===== src/rtl/trellis_decision_packer.sv =====
// Trellis decision packer: qualifies, inverts and differentially decodes
// hard decisions, packs them MSB-first into bytes and buffers them in a FIFO.
module trellis_decision_packer #(
    parameter int DEPTH_LOG2 = 4
) (
    input  logic                  clk,
    input  logic                  reset,
    input  logic                  symEn,
    input  logic                  decision,
    input  logic                  invert,
    input  logic                  diffEnable,
    input  logic                  resync,
    input  logic                  clearStatus,
    output logic [7:0]            byteOut,
    output logic                  byteValid,
    input  logic                  byteReady,
    output logic [DEPTH_LOG2:0]   fillLevel,
    output logic                  overflow
);

    localparam int DEPTH = 1 << DEPTH_LOG2;
    localparam logic [DEPTH_LOG2:0] FULL_LEVEL = (DEPTH_LOG2 + 1)'(DEPTH);

    logic [6:0]            r_shift;
    logic [2:0]            r_bitCount;
    logic                  r_prevBit;
    logic [7:0]            r_pushData;
    logic                  r_pushPending;
    logic [7:0]            r_mem [DEPTH];
    logic [DEPTH_LOG2-1:0] r_wrPtr;
    logic [DEPTH_LOG2-1:0] r_rdPtr;
    logic [DEPTH_LOG2:0]   r_count;
    logic                  r_overflow;

    logic w_d;
    logic w_b;
    logic w_full;
    logic w_pop;
    logic w_push;
    logic w_drop;

    // Decision conditioning: inversion then optional differential decode
    always_comb begin
        w_d = decision ^ invert;
        w_b = diffEnable ? (w_d ^ r_prevBit) : w_d;
    end

    // FIFO handshake qualifiers; a pop frees the slot for a same-cycle write
    always_comb begin
        w_full = (r_count == FULL_LEVEL);
        w_pop  = byteValid & byteReady;
        w_push = r_pushPending & (~w_full | w_pop);
        w_drop = r_pushPending & w_full & ~w_pop;
    end

    // Bit assembly; resync restarts the byte, a coincident bit becomes its MSB
    always_ff @(posedge clk) begin
        if (reset) begin
            r_shift       <= '0;
            r_bitCount    <= '0;
            r_prevBit     <= 1'b0;
            r_pushData    <= '0;
            r_pushPending <= 1'b0;
        end else begin
            r_pushPending <= 1'b0;
            if (symEn) begin
                r_prevBit <= w_d;
                if (resync) begin
                    r_shift    <= {6'b0, w_b};
                    r_bitCount <= 3'd1;
                end else begin
                    r_shift    <= {r_shift[5:0], w_b};
                    r_bitCount <= r_bitCount + 3'd1;
                    if (r_bitCount == 3'd7) begin
                        r_pushData    <= {r_shift, w_b};
                        r_pushPending <= 1'b1;
                    end
                end
            end else if (resync) begin
                r_shift    <= '0;
                r_bitCount <= '0;
            end
        end
    end

    // FIFO storage, written only when a push is accepted
    always_ff @(posedge clk) begin
        if (w_push) begin
            r_mem[r_wrPtr] <= r_pushData;
        end
    end

    // FIFO pointers and occupancy
    always_ff @(posedge clk) begin
        if (reset) begin
            r_wrPtr <= '0;
            r_rdPtr <= '0;
            r_count <= '0;
        end else begin
            if (w_push) begin
                r_wrPtr <= r_wrPtr + 1'b1;
            end
            if (w_pop) begin
                r_rdPtr <= r_rdPtr + 1'b1;
            end
            unique case ({w_push, w_pop})
                2'b10:   r_count <= r_count + 1'b1;
                2'b01:   r_count <= r_count - 1'b1;
                default: r_count <= r_count;
            endcase
        end
    end

    // Sticky overflow; a drop in the clearing cycle keeps it set
    always_ff @(posedge clk) begin
        if (reset) begin
            r_overflow <= 1'b0;
        end else if (w_drop) begin
            r_overflow <= 1'b1;
        end else if (clearStatus) begin
            r_overflow <= 1'b0;
        end
    end

    // Output view; head byte is masked to zero while empty
    always_comb begin
        byteValid = (r_count != '0);
        byteOut   = byteValid ? r_mem[r_rdPtr] : 8'h00;
        fillLevel = r_count;
        overflow  = r_overflow;
    end

endmodule


===== config.mk =====
export PLATFORM = sky130hd
export DESIGN_NAME = trellis_decision_packer
export DESIGN_NICKNAME = d
export VERILOG_FILES = /design/src/rtl/trellis_decision_packer.sv
export SDC_FILE = /design/constraint.sdc
export NUM_CORES = 1
export LEC_CHECK = 0
export BUFFER_PORTS_ARGS = -buffer_cell sky130_fd_sc_hd__clkbuf_2
export CAP_MARGIN = 30
export CORE_UTILIZATION = 40
export DETAILED_ROUTE_END_ITERATION = 7
export MAX_ROUTING_LAYER = met4
export SYNTH_ARGS = -nofsm -noshare
export SYNTH_HDL_FRONTEND = slang
export SYNTH_SLANG_ARGS = --single-unit

===== constraint.sdc =====
create_clock -name clk -period 2.35 [get_ports clk]
set_input_delay 0.235 -clock clk [delete_from_list [all_inputs] [get_ports clk]]
set_output_delay 0.235 -clock clk [all_outputs]
set_load 0.01 [all_outputs]

* Yosys cells after proc, flatten, opt, wreduce, memory -nomap -nowiden
Memory sizes are Yosys's and may differ from the RTL's. A register that Yosys moved wholly into a read port is not among the register bits.
Cells that the tools add are included.
** Word-level totals
- Register bits after elaboration :: 34
- Memories kept :: 1
- Bits of input ports :: 9
- Bits in writable memories :: 128
- Latch bits :: 0
- Bits in read-only memories :: 0
** Memory list
- r_mem :: words 16, bits a word 8, read ports 1, clocked after Yosys merged registers in 1, wr ports 1, line 29 : logic [7:0] r_mem [DEPTH];
** Operators by class
- Div/mod/pow operators :: 0
- Add/subtract/negate cells :: 5
- Magnitude comparators :: 0
- Multiplexer cells :: 16
- Equal/unequal tests :: 4
- Shift operators :: 0
- Bitwise gates (word level) :: 11
- Reductions and logical operators :: 6
- Multiply operators :: 0
** Operator list (count)
- $mux W7 :: 3
- $pmux W5 S2 :: 1
- $mux W3 :: 3
- $add A4 B1 Y4 const B :: 2
- $mux W4 :: 2
- $mux W8 :: 1
- $mux W1 :: 6
- $reduce_bool A2 Y1 :: 3
- $add A5 B1 Y5 const B :: 1
- $eq A5 B5 Y1 const B :: 1
- $reduce_bool A5 Y1 :: 1
- $sub A5 B1 Y5 const B :: 1
- $and A1 B1 Y1 :: 4
- $not A1 Y1 :: 4
- $add A3 B1 Y3 const B :: 1
- $eq A3 B3 Y1 const B :: 1
- $reduce_and A3 Y1 :: 1
- $reduce_or A3 Y1 :: 1
- $eq A2 B1 Y1 const B :: 1
- $eq A2 B2 Y1 const B :: 1
- $xor A1 B1 Y1 :: 2
- $or A1 B1 Y1 :: 1

* Logic depth before layout (Yosys ltp)
- Depth after elaboration :: 6
- Depth in mapped cells :: 9
- Gate-level depth less buffers :: 8

* Least setup slack after synthesis
Ideal clock, no wire load.
- Path kind :: register -> register
- Start point :: register r_count[1] (netlist: fillLevel[1])
- End point :: register r_count[4] (netlist: fillLevel[4])
- Arrival :: 2.209 ns
- Setup time :: 0.123 ns
- Stages on the path, launching flop included :: 10
- Data required time :: 2.227 ns
- Slack :: 0.017 ns
- Period minus slack after synthesis :: 2.333 ns
- Buffers on the path :: 1
- Cells stage by stage :: dfxtp_1 > buf_6 > nor4_2 > a21boi_2 > xor2_1 > ha_1 > or3_1 > a21oi_1 > a22oi_1 > mux2_1
** On the way
- Longest elaborated chain between the ends :: 6
- Elaborated cells between the ends (all ways) :: 12
** Ends and longest elaborated chain
- start, declared :: line 32 : logic [DEPTH_LOG2:0] r_count;
- start signal, assigned :: line 107 : 2'b10: r_count <= r_count + 1'b1;
- start signal, assigned :: line 108 : 2'b01: r_count <= r_count - 1'b1;
- start signal, assigned :: line 109 : default: r_count <= r_count;
- $reduce_bool A5 Y1 or $eq A5 B5 Y1 (tied branches) :: line 127, 50
- $and A1 B1 Y1 or $not A1 Y1 (tied branches) :: line 51, 52
- $or A1 B1 Y1 :: line 52 : w_push = r_pushPending & (~w_full | w_pop);
- $and A1 B1 Y1 :: line 52
- $eq A2 B1 Y1 or $eq A2 B2 Y1 (tied branches) :: line 106 : unique case ({w_push, w_pop})
- $pmux W5 S2 or $reduce_bool A2 Y1 (tied branches)
Parallel ways exist; a longest one is shown, timed or not.
A chain may end at the register's enable or synchronous reset.

==> out/qor.json <==
{
  "pwr": {
    "ir_drop_mv": 0.708,
    "power_per_unit_of_standard_cell_area_nw_per_um2": 957,
    "power.leakage_nw": 2.42,
    "finalPower_mw": 7.48
  },
  "synth": {
    "most_instantiated_flip_flop_cell_in_the_synthesis_netlist": "edfxtp_1",
    "ys.warnings.count": 0,
    "mappedNetlistNets": 416,
    "sequential_area_share_after_synthesis_pct": 69.2,
    "yosysUniqueCellTypes": 43,
    "ys_seq_elements": 166,
    "synth_enable_flop_cells": 128,
    "syn_area_um2": 6660,
    "async_reset_ff_share_pct": 0,
    "syn_inst": 398,
    "synthesized_area_per_cell_um2": 16.7
  },
  "final_layout": {
    "drive_above_1_share_pct": 27.7,
    "final_cell_mix": "edfxtp_1 (128), nor2_1 (46), dfxtp_1 (36)",
    "design.final.nets": 457,
    "most_frequent_standard_cell_in_the_layout_excluding_fill_and_tap_cells": "edfxtp_1",
    "antenna_cells_inserted": 0,
    "area.growth.synth_to_final_pct": 17.4,
    "num-fill-cells": 1326
  },
  "clocking": {
    "cts.htree.levels": 4,
    "cts.sink_count": 166,
    "hold_buffers": 0,
    "skew_pair_late_insertion_delay_ns": 0.42,
    "clock_tree_from_tritoncts": "yes",
    "cts-root-to-sink-buffers": 2,
    "cts-buffers-inserted": 17,
    "post-cts-setup-buffers": 0,
    "clkTransAtPathRegs_ns": 0.06,
    "clock_tree.root_cell": "clkbuf_16"
  },
  "route": {
    "remaining_drc_errors": 0,
    "ant_nets": 0,
    "average_via_count_per_standard_cell": 5.20,
    "totalWireLength_um": 12900,
    "detail_route.first_pass.iterations": 4,
    "drtIter0Drc": 271,
    "routed_wire_length_per_instance_um": 19.3,
    "vias": 3472
  },
  "timing": {
    "setup-tns-final_ns": 0,
    "setup_viol": 0,
    "fin_crit_sh_pct": 99.8,
    "final_hold_viol_count": 0,
    "post_route_clock_skew_ns": 0.00609,
    "finalCriticalPeriod_ns": 2.35,
    "report.final.slew_viol_count": 0,
    "grt_setup_unrepaired": "true",
    "worst_slew_margin_pct": 46.5,
    "worst_pin_slew_ns": 0.799,
    "max_freq_ghz": 0.426
  },
  "hold_path": {
    "hold_class": "input pin to flop"
  },
  "placement": {
    "gpl.final_weighted_congestion": 0.868,
    "post_dp_hpwl_um": 7960,
    "port-buffer-count": 23
  },
  "grt": {
    "antenna_found_initial": 0,
    "first_global_vias": 3593,
    "grt_first_pass_wirelength_um": 20300,
    "globalRouteTotalUtil_pct": 17.4,
    "grt_max_degree": 33,
    "globalRouteOverflowTotal": 0
  },
  "setup_path": {
    "critPathMaxStageDelay_ns": 0.58,
    "critical_path_required_ns": 2.12,
    "crit_fanout": 8,
    "largest_delay_contributor_family_on_the_critical_path": "multiplexers",
    "critPathSlowestCell": "mux4_2",
    "worst_ep_arrival_time_ns": 2.11,
    "crit_buf_inv": 2,
    "startpoint_type": "flop",
    "timing_worst_setup_path_type": "flop to output port",
    "endpoint_kind": "output port",
    "path_cells": "buf_12 -> mux4_2 -> mux2i_4 -> o22ai_2 -> clkbuf_2"
  },
  "floorplan": {
    "floorplan.die_area_um2": 17200,
    "horizontal_die_dimension_um": 131,
    "placement_rows": 46,
    "fp.dieH_um": 131,
    "core_um2": 16100,
    "initial_utilization_pct": 41.5,
    "num_io_pins": 24
  },
  "run": {
    "max_cap_violations": 0
  },
  "status": {
    "outcome": "completed"
  }
}
-- stage by stage --
stage | area, um2 | hold slack, ns | std cells | util [%] | worst slack (ns)
final | 7810 | 0.116 | 668 | 48.7 | 0.00418
after global routing | 7810 | 0.130 | 668 | 48.7 | -0.0429
after CTS | 7720 | 0.0978 | 664 | 48.1 | 0.00416
after detailed placement | 7080 | 0.491 | 630 | 44.1 | 0.0641
after global placement | 7070 | 0.475 | 629 | 44.1 | 0.111
after floorplan | 6660 | 0.386 | 398 | - | 0.0174
-- state kept, by name, indices dropped and copies added, names as in the netlist, named ones only --
name and cells:
r_rdPtr 4, fillLevel 5, r_wrPtr 4, r_mem 128, r_shift 7, r_pushPending 1
r_prevBit 1, r_pushData 8, r_bitCount 3, overflow 1
-- worst paths after layout --
kind / to / start / slack, ns / cells past startpoint
setup / recovery: byteOut[7] / flop / 0.004 / 5
hold / removal: overflow / clearStatus / 0.12 / 4
setup reg to reg: fillLevel[4] / fillLevel[0] / 0.13 / 8
hold reg to reg: r_prevBit / r_prevBit / 0.50 / 2
-- layout make-up --
| class | count | area [um2] | area share (%) |
|---|---|---|---|
| clock buffers | 20 | 437 | 5.59 |
| inverters | 5 | 18.8 | 0.240 |
| clock inverters | 12 | 87.6 | 1.12 |
| flip-flops and latches | 166 | 4610 | 59.0 |
| well taps | 216 | 270 | 3.46 |
| repair buffers | 45 | 358 | 4.58 |
| multi-input cells | 204 | 2030 | 26.0 |
-- routing by layer --
layer,GRT usage [%],vias up,routed length (um)
met1,22.6,1732,5800
met3,4.52,13,715
met2,25.6,97,6140
met4,8.11,0,253
li1,-,1630,-
met5,-,-,0
-- worst min-delay path: stages --
cell      delay (ns)
clkbuf_2        0.07
nor2b_1         0.03
a21oi_1         0.10
nor2_1          0.05
-- logic make-up after synthesis --
logic type                 after synthesis  synth area share [%]
and+or+nand+nor                         83                  5.92
DFF                                    166                  69.2
xor gates and xnor gates                10                  1.32
muxes                                   70                  16.6
buffers and inverters                   28                  1.88
adders and majority gates                9                  1.69
AOI/OAI and AO/OA                       32                  3.38
-- cell usage after synthesis (4+ instances only) --
master / number / area, um2
nor3_1: 6 / 30.0
buf_2: 4 / 20.0
nor2b_1: 4 / 25.0
mux4_2: 32 / 721
a21oi_1: 7 / 35.0
mux2i_1: 35 / 350
xor2_1: 7 / 61.3
nand2_1: 8 / 30.0
buf_1: 5 / 18.8
inv_1: 5 / 18.8
clkbuf_1: 12 / 45.0
ha_1: 9 / 113
nor2_1: 46 / 173
edfxtp_1: 128 / 3840
o22ai_1: 8 / 50.1
dfxtp_1: 38 / 761
o211ai_1: 4 / 30.0
nand2b_1: 6 / 37.5
-- power by group --
group          total, mW  switching (mW)  internal [mW]
Combinational       1.70           0.866          0.830
Clock               2.48            1.05           1.43
Sequential          3.30           0.112           3.19
Total               7.48            2.03           5.45
-- timing repair --
action	CTS	global route
pin swaps	0	1
gates resized for setup	15	8
setup endpoints to repair	8	7
cloned	2	1
Note: power is estimated with default switching activity, not from simulation.
